File: config.mk
export PLATFORM = sky130hd
export DESIGN_NAME = rej_parse_stream
export DESIGN_NICKNAME = d
export VERILOG_FILES = /design/src/rtl/rej_parse_stream.sv
export SDC_FILE = /design/constraint.sdc
export NUM_CORES = 1
export LEC_CHECK = 0
export CAP_MARGIN = 30
export CORE_MARGIN = 2
export CORE_UTILIZATION = 41
export DETAILED_ROUTE_END_ITERATION = 16
export GPL_ROUTABILITY_DRIVEN = 0
export GPL_TIMING_DRIVEN = 1
export HOLD_SLACK_MARGIN = 0.08
export PLACE_DENSITY_LB_ADDON = 0.05
export SKIP_CTS_REPAIR_TIMING = 1
export SYNTH_ARGS = -nofsm -noshare
export SYNTH_HDL_FRONTEND = slang
export SYNTH_SLANG_ARGS = --single-unit
export TNS_END_PERCENT = 30
File: constraint.sdc
create_clock -name clk -period 2.45 [get_ports clk]
set_clock_uncertainty 0.05 [all_clocks]
set_input_delay 0.6125 -clock clk [delete_from_list [all_inputs] [get_ports clk]]
set_output_delay 0.6125 -clock clk [all_outputs]
set_load 0.1 [all_outputs]
File: src/rtl/rej_parse_stream.sv
// rej_parse_stream: Kyber rejection-sampling parser, XOF bytes to coefficients.
// Optional rejected-candidate counter enabled by PARSE_REJECT_CNT_EN.
module rej_parse_stream #(
   parameter int Q       = 3329,
   parameter int N       = 256,
   parameter int TRIPLES = 1,
   parameter int OUT_W   = 16
) (
   input  logic                  clk,
   input  logic                  rst_n,
   input  logic                  start,
   input  logic                  in_valid,
   output logic                  in_ready,
   input  logic [24*TRIPLES-1:0] in_data,
   output logic                  out_valid,
   input  logic                  out_ready,
   output logic [OUT_W-1:0]      out_data,
   output logic [$clog2(N)-1:0]  out_idx,
   output logic                  out_last,
   output logic                  done
`ifdef PARSE_REJECT_CNT_EN
   ,
   output logic [15:0]           rej_cnt
`endif
);

   localparam int C  = 2 * TRIPLES;
   localparam int IW = $clog2(N);
   localparam int SW = $clog2(C);
   localparam logic [IW-1:0] LAST = IW'(N - 1);
   localparam logic [12:0]   QV   = 13'(Q);

   typedef enum logic [1:0] {
      IDLE,
      RUN,
      DONE
   } state_t;

   state_t        state;
   state_t        state_nx;
   logic [11:0]   cand [C];
   logic [11:0]   pc [C];
   logic [C-1:0]  pacc;
   logic [C-1:0]  mask;
   logic [C-1:0]  mask_nx;
   logic [C-1:0]  mask_low;
   logic [IW-1:0] count;
   logic [IW-1:0] count_nx;
   logic          done_nx;
   logic [SW-1:0] sel;
   logic          run;
   logic          any;
   logic          onehot;
   logic          in_fire;
   logic          out_fire;
   logic          clr;

   // Split each 3-byte group into its two 12-bit candidates.
   always_comb begin
      pc   = '{default: '0};
      pacc = '0;
      for (int t = 0; t < TRIPLES; t++) begin
         pc[2*t]   = {in_data[24*t+8 +: 4], in_data[24*t +: 8]};
         pc[2*t+1] = {in_data[24*t+16 +: 8], in_data[24*t+12 +: 4]};
      end
      for (int i = 0; i < C; i++) begin
         pacc[i] = ({1'b0, pc[i]} < QV);
      end
   end

   always_comb begin
      sel = '0;
      for (int i = C - 1; i >= 0; i--) begin
         if (mask[i]) sel = SW'(i);
      end
   end

   assign mask_low = mask & (mask - C'(1));
   assign any      = |mask;
   assign onehot   = any && (mask_low == '0);
   assign run      = (state == RUN);

   assign out_valid = run && any;
   assign in_ready  = run && (!any || (onehot && out_ready && count != LAST));
   assign in_fire   = in_valid && in_ready;
   assign out_fire  = out_valid && out_ready;

   assign out_data = out_valid ? OUT_W'(cand[sel]) : '0;
   assign out_idx  = count;
   assign out_last = out_valid && (count == LAST);

   always_comb begin
      state_nx = state;
      mask_nx  = mask;
      count_nx = count;
      done_nx  = done;
      clr      = 1'b0;
      unique case (state)
         IDLE, DONE: begin
            if (start) begin
               state_nx = RUN;
               mask_nx  = '0;
               count_nx = '0;
               done_nx  = 1'b0;
               clr      = 1'b1;
            end
         end
         RUN: begin
            if (out_fire) begin
               mask_nx  = mask_low;
               count_nx = count + IW'(1);
               if (count == LAST) begin
                  state_nx = DONE;
                  mask_nx  = '0;
                  count_nx = count;
                  done_nx  = 1'b1;
               end
            end
            if (in_fire) mask_nx = pacc;
         end
         default: state_nx = IDLE;
      endcase
   end

   always_ff @(posedge clk) begin
      if (!rst_n) begin
         state <= IDLE;
         mask  <= '0;
         count <= '0;
         done  <= 1'b0;
      end else begin
         state <= state_nx;
         mask  <= mask_nx;
         count <= count_nx;
         done  <= done_nx;
      end
   end

   // Candidate values need no reset; the mask qualifies them.
   always_ff @(posedge clk) begin
      if (in_fire) cand <= pc;
   end

`ifdef PARSE_REJECT_CNT_EN
   logic [4:0]  nrej;
   logic [16:0] rsum;

   always_comb begin
      nrej = '0;
      for (int i = 0; i < C; i++) begin
         nrej = nrej + 5'(!pacc[i]);
      end
      rsum = {1'b0, rej_cnt} + 17'(nrej);
   end

   always_ff @(posedge clk) begin
      if (!rst_n || clr) rej_cnt <= '0;
      else if (in_fire) rej_cnt <= rsum[16] ? 16'hFFFF : rsum[15:0];
   end
`endif

endmodule

==> out/results.tsv, run 1 <==
metric	value	unit
WL per Instance	14.6	microns
Yosys top cell by area	edfxtp_1	
FFs w/ async S/R, synth	0	%
Syn Inst Count	149	
Synth Area in Compound Gates	10.1	%
CP required	1790	ps
number of DRC markers in iteration 0	55	
clk_lat worst skew	280	ps
peak supply drop	0.332	mV
root buffer cell	clkbuf_8	
Setup-failing EPs final	0	
crit path DAT	1720	ps
R2R setup slack	400	ps
die width	68.3	microns
die area	4660	sq um
Synth Flop Type	edfxtp_1	
DRT Pass-1 Iters	4	
n_diodes	0	
CTS sink count	37	
PwrDens	538	nW/um^2
largest net degree at the start of global routing	25	
H-tree depth	2	
MaxCap Viol Count	0	
Final period util	97.4	%
Yosys reg bits	37	
syn avg cell area	11.4	sq um
vias in the first global route	1391	
Crit Path Category	primary input to primary output	
Pleak	0.949	nW
Post-DRT Antenna Nets	0	
area share of and/or/nand/nor cells after synthesis	16.0	%
post-layout util	66.8	%
DP Cell Count	256	
Ports	57	
Max FO, Critical Path	2	
core area	4000	sq um
Post-synth EDFFs	24	
CP Capture Type	primary output	
Die Y	68.3	microns
starting density of the core	42.3	%
CTS Buffer Depth	2	
via count	1355	
post-layout min period	2390	ps
synthesized cell area	1690	sq um
P_sw	359	uW
Synth area leaders	edfxtp_1, dfxtp_1, mux2i_1	
Post-Layout Cell Count	264	
fillers	296	
Residual DRC	0	
Int Pwr	1.08	mW
grt ovf	0	
combinational family with the most area after synthesis	simple AND/OR/NAND/NOR gates	
Nets	246	
CP Launch Type	primary input	
CTS tree	built	
status	complete, no violations	
synth warn	0	
first-pass GRT wire length	6350	microns
register area	991	sq um
# port buffers	52	
sequential area share after synthesis	57.9	%
Reg clk slew, reported paths	70	ps
Synth cell types	41	
endpoints failing hold	0	
TritonCTS Buffers	5	
Post-Synth Adder-Cell Area	2.96	%
Detail Placement HPWL	2990	microns
part of the power in combinational logic	17.7	%
Clock power frac	34.1	%
Max Clock Freq	0.419	GHz
RSZ-0062 raised after global routing	yes	
sw frac	24.9	%
post-synthesis xor/xnor area fraction	1.55	%
worst hold slack	446	ps
initial antenna violation count	0	
routed wire length	3850	microns
post-DR vias/cell	5.13	
all-layer global routing usage	19.0	%
Placement Rows	23	
Slew Viols, Final	0	
Area growth, synth to finish	57.8	%
share of layout cells above drive strength 1	29.9	%
share of the synthesized area in the top cell type	42.6	%
Seq pwr share	48.2	%
multiplexer share of the synthesized area	7.10	%
area of the multi-input gates	743	sq um
Hold WC Path Type	flop to flop	
[synthesized netlist by cell type (all sizes together) (2+ instances only)]
master / instances
nor2: 20
o22ai: 2
mux2i: 12
dfxtp: 13
xnor2: 2
edfxtp: 24
or3: 2
and3: 2
nor4: 4
inv: 8
a21oi: 8
nand2: 7
o21ai: 4
nand3: 6
nor3: 2
ha: 4
nand2b: 3
buf: 5
[area by class of cell]
cell class / instances / area share, %
Timing Repair Buffer: 60 / 27.4
Multi-Input combinational cell: 101 / 27.8
Inverter: 8 / 1.12
Sequential cell: 37 / 37.1
Tap cell: 50 / 2.34
Clock buffer: 8 / 4.17
[registers in the layout, summed over array words and instances, names as in the netlist]
register / count
cand: 24
out_idx: 8
mask: 2
state: 2
done: 1
[cell families after synthesis]
logic type / after synthesis
simple gates: 53
flops: 37
compound gates: 25
buf+inv: 14
mux: 12
fa+ha+maj: 4
xor+xnor: 3
other cells: 1
[metrics by stage]
step                worst slack [ps]  TNS, ps  cell area, sq um  power [mW]
finish                          63.4        0              2670        1.44
global placement                9.42        0              2550       0.958
detailed placement             -22.6     -533              2550       0.962
global route                   -1.62    -1.62              2670        1.49
CTS                             32.2        0              2660        1.45
floorplan                       -430    -1060              1800       0.854
[worst max-delay path: stages]
cell and delay [ps]:
clkdlybuf4s50_1 490, a21oi_1 90, buf_4 140, nor3_4 190
buf_12 200
[cell usage in the layout, fill, tap and decap left out, types with 2 or more instances in the layout]
cell	count
nor4_1	4
xnor2_1	2
buf_4	15
clkdlybuf4s50_1	28
conb_1	4
nand3_1	6
buf_12	17
a21oi_1	8
edfxtp_1	24
mux2i_1	12
and3_1	2
clkbuf_8	6
or3_1	2
nor2_1	7
nor2_4	9
ha_1	4
o22ai_1	2
inv_1	8
nand2_1	7
o21ai_0	3
dfxtp_1	5
dfxtp_2	8
nand2b_1	3
nor2_2	4
[worst paths after layout]
check,start,to,cells past startpoint
setup / recovery,out_ready,in_ready,5
hold / removal,done,done,2
hold reg to reg,done,done,2
setup reg to reg,mask[1],cand[14],7
[power groups by stage]
stage          Sequential, mW  Combinational (mW)  Clock (mW)
6_report                0.693               0.255       0.490
5_1_grt                 0.695               0.270       0.526
4_1_cts                 0.693               0.255       0.504
3_5_place_dp            0.707               0.255           0
3_3_place_gp            0.706               0.252           0
2_1_floorplan           0.708               0.146           0
[layer usage]
metal	GRT usage (%)	vias to the layer above	part of all wire [%]	wire [microns]
li1	-	673	-	-
met1	21.1	645	40	1550
met2	34.5	35	55	2120
met3	5.10	2	4.3	166
met4	7.25	0	0.55	21
met5	0	-	0	0
Power figures use the tool's default switching activity.
==> run 2: changes to the inputs <==
ABC_CLOCK_PERIOD_IN_PS = 3000   (was default)
CORE_UTILIZATION = 48   (was 41)
GPL_ROUTABILITY_DRIVEN = default   (was 0)
clock period = 3 ns   (was 2.45 ns; I/O delays follow)
==> out/results.tsv, run 2 (synthesis results as in run 1) <==
metric	value	unit
clk_lat worst skew	330	ps
all-layer global routing usage	21.4	%
CTS tree	built	
routed wire length	3940	microns
DRT Pass-1 Iters	4	
max reg flops	24	
Max FO, Critical Path	12	
max_slew headroom	50.1	%
PwrDens	406	nW/um^2
instance area at placement	2410	sq um
Hold WC Path Type	flop to flop	
Design Area, Final	2450	sq um
commonest non-fill, non-tap cell in the layout	clkdlybuf4s50_1	
Crit Path Category	flop to primary output	
starting density of the core	50.3	%
first-pass GRT wire length	6490	microns
Reg clk slew, reported paths	100	ps
Post-DRT Antenna Nets	0	
# port buffers	52	
number of DRC markers in iteration 0	73	
post-layout min period	2830	ps
gpl congestion	0.781	
peak supply drop	0.196	mV
die width	63.4	microns
Die Y	63.4	microns
Nets	239	
Setup-failing EPs final	0	
critical-path cell list	inv_1 -> ha_1 -> mux2i_1 -> nor2_1 -> buf_12	
Area growth, synth to finish	45.0	%
CP Launch Type	flop	
vias in the first global route	1374	
Detail Placement HPWL	2970	microns
share of layout cells above drive strength 1	17.0	%
grt ovf	0	
via count	1355	
Worst Max-Slew Pin Slew	748	ps
Ports	57	
status	complete, no violations	
CTS Buffer Depth	2	
Placement Rows	21	
Residual DRC	0	
Final period util	94.4	%
Max Clock Freq	0.353	GHz
RSZ-0062 raised after global routing	no	
n_diodes	0	
CP required	2200	ps
H-tree depth	2	
Pleak	0.874	nW
CP Capture Type	primary output	
total power	998	uW
endpoints failing hold	0	
initial antenna violation count	0	
WL per Instance	15.7	microns
crit path DAT	2030	ps
Largest Register	cand	
largest net degree at the start of global routing	25	
CTS sink count	37	
CP max stage delay	650	ps
post-DR vias/cell	5.38	
leading cell types in the layout, fill and taps excluded	clkdlybuf4s50_1, edfxtp_1, nor2_1	
core area	3360	sq um
Slowest cell on crit path	ha_1	
die area	4020	sq um
Slew Viols, Final	0	
root buffer cell	clkbuf_4	
MaxCap Viol Count	0	
TritonCTS Buffers	5	
==> run 2: cell count changes in the layout (fill, tap and decap cells not counted), moves of 4 or more <==
cell	change
nor2_1	+12
dfxtp_1	+8
dfxtp_2	-8
nor2_4	-8
buf_4	-6
clkbuf_8	-6
clkbuf_4	+5
nor2_2	-4
==> run 2: worst paths after layout <==
| kind | startpoint | to | slack, ps | cells after the start |
|---|---|---|---|---|
| worst min-delay path | done | done | 460 | 2 |
| worst max-delay path | mask[0] | out_data[4] | 170 | 5 |
| worst min register to register | done | done | 460 | 2 |
| worst max register to register | mask[1] | cand[17] | 900 | 7 |
==> run 2: stage by stage <==
stage | cells | hold slack, ps | util, % | worst slack, ps | setup TNS [ps]
CTS | 252 | 445 | 73.0 | 135 | 0
global route | 252 | 483 | 73.0 | 30.2 | 0
finish | 252 | 456 | 73.0 | 167 | 0
detailed placement | 245 | 411 | 71.7 | 281 | 0
floorplan | 152 | 426 | - | -102 | -850
global placement | 245 | 413 | 71.7 | 331 | 0
==> run 2: power breakdown <==
part / internal [mW] / switching (mW) / leakage, nW
Clock: 0.0851 / 0.154 / 0.0258
Combinational: 0.0759 / 0.117 / 0.523
Sequential: 0.560 / 0.00570 / 0.325
==> run 2: area by class of cell <==
cell class,instances,area (sq um)
clock buffers,6,41.3
clock inverters,1,3.75
fillers,258,908
inverters,8,30.0
multi-input cells,101,673
flip-flops and latches,37,981
well taps,46,57.6
repair buffers,53,668
==> run 2: routing by layer <==
metal / part of all wire [%] / track usage (%) / vias up
met5: 0 / 0 / -
met4: 3.1 / 10.6 / 0
met3: 5.9 / 6.96 / 13
met2: 52 / 36.8 / 47
met1: 39 / 23.5 / 638
li1: - / - / 657
==> run 2: worst max-delay path: cells and delay by family, from the launching register on <==
family	cells	cell delay [ps]
flops	1	320
mux	1	170
simple gates	1	230
fa+ha+maj	1	650
buf+inv	2	310
==> run 3: changes to the inputs <==
CORE_ASPECT_RATIO = 0.7   (was default)
==> out/results.tsv, run 3 (synthesis results as in run 1) <==
metric	value	unit
Largest Register	cand	
grt ovf	0	
initial antenna violation count	0	
die area	4030	sq um
Hold WC Path Type	flop to flop	
Die Y	53.7	microns
CTS sink count	37	
PwrDens	477	nW/um^2
via count	1373	
Setup-failing EPs final	0	
FF-to-FF Start	mask[0]	
leading cell types in the layout, fill and taps excluded	clkdlybuf4s50_1, edfxtp_1, nor2_1	
Worst Setup Slack, final	187	ps
P_sw	301	uW
all-layer global routing usage	20.1	%
Detail Placement HPWL	2960	microns
Nets	239	
Worst path top cell family by delay	simple AND/OR/NAND/NOR gates	
crit path DAT	2010	ps
Max Clock Freq	0.355	GHz
sw frac	24.9	%
max reg flops	24	
routed wire length	3940	microns
# port buffers	52	
CTS Buffer Depth	2	
Worst Max-Slew Pin Slew	724	ps
WHS Endpoint	done	
n_diodes	0	
Reg2Reg Depth	7	
number of DRC markers in iteration 0	88	
CP Launch Type	flop	
cell repeated most along the worst path	inv_1	
Reg clk slew, reported paths	70	ps
core area	3450	sq um
Final period util	93.8	%
Placement Rows	18	
post-layout min period	2810	ps
worst hold slack	435	ps
die width	75.0	microns
Clock power frac	37.1	%
Slowest cell on crit path	nand2b_1	
clk_lat worst skew	290	ps
CP required	2200	ps
TritonCTS Buffers	5	
max_slew headroom	51.7	%
Residual DRC	0	
vias in the first global route	1174	
instance area at placement	2410	sq um
total power	1.21	mW
H-tree depth	2	
starting density of the core	49.1	%
first-pass GRT wire length	5590	microns
root buffer cell	clkbuf_8	
fillers	237	
endpoints failing hold	0	
CTS tree	built	
largest net degree at the start of global routing	25	
commonest non-fill, non-tap cell in the layout	clkdlybuf4s50_1	
share of layout cells above drive strength 1	17.9	%
worst hold start	done	
DRT Pass-1 Iters	4	
R2R setup slack	820	ps
Pleak	0.907	nW
peak supply drop	0.590	mV
setup TNS	0	ps
Area growth, synth to finish	49.5	%
Setup WS pre-CTS	241	ps
status	complete, no violations	
Max FO, Critical Path	14	
CP Capture Type	primary output	
CP max stage delay	360	ps
WL per Instance	15.3	microns
WP buf/inv	3	
hold depth	2	
Post-DRT Antenna Nets	0	
Slew Viols, Final	0	
Crit Path Category	flop to primary output	
Ports	57	
gpl congestion	0.817	
MaxCap Viol Count	0	
Design Area, Final	2530	sq um
post-DR vias/cell	5.34	
critical-path cell list	inv_1 -> ha_1 -> inv_1 -> nand2b_1 -> nor2_1 -> buf_12	
RSZ-0062 raised after global routing	no	
Int Pwr	907	uW
Seq pwr share	46.9	%
part of the power in combinational logic	16.0	%
capturing point of the worst reg2reg path	cand[16]	
run 3: per-layer routing:
metal,global-route usage (%),vias to the layer above,share of wire [%]
met1,27.8,637,44
li1,-,656,-
met2,28.9,76,45
met5,0,-,0
met4,10.4,0,1.0
met3,5.62,4,10
run 3: power by group through the flow:
stage,sequential [mW],clock (mW),combinational [mW]
2_1_floorplan,0.578,0,0.111
3_3_place_gp,0.577,0,0.190
3_5_place_dp,0.578,0,0.193
4_1_cts,0.567,0.454,0.194
5_1_grt,0.568,0.475,0.202
6_report,0.567,0.448,0.194
run 3: tightest hold or removal path, cell delays in order, from the launching register on:
cell and delay [ps]:
dfxtp_1 330, a31oi_1 40, nor2_1 80
run 3: final cells by class:
class | instances | area [sq um] | share of cell area [%]
clock buffers | 7 | 86.3 | 3.41
clock inverters | 1 | 30.0 | 1.19
inverters | 8 | 30.0 | 1.19
multi-input cells | 101 | 673 | 26.6
flip-flops and latches | 37 | 981 | 38.8
well taps | 50 | 62.6 | 2.47
repair buffers | 53 | 668 | 26.4
run 3: worst max-delay path by stage:
stage	start	endpoint	slack, ps	cells after the start
floorplan	mask[0]	out_data[10]	-100	6
finish	mask[0]	out_data[5]	190	6
global route	mask[0]	out_data[5]	70	6
global placement	out_ready	cand[18]	320	6
CTS	mask[0]	out_data[5]	200	6
detailed placement	out_ready	cand[0]	240	6
run 3: per-stage QoR:
step | util, % | cells
floorplan | - | 152
global placement | 70.1 | 249
finish | 73.5 | 257
global route | 73.5 | 257
CTS | 73.5 | 257
detailed placement | 70.1 | 249
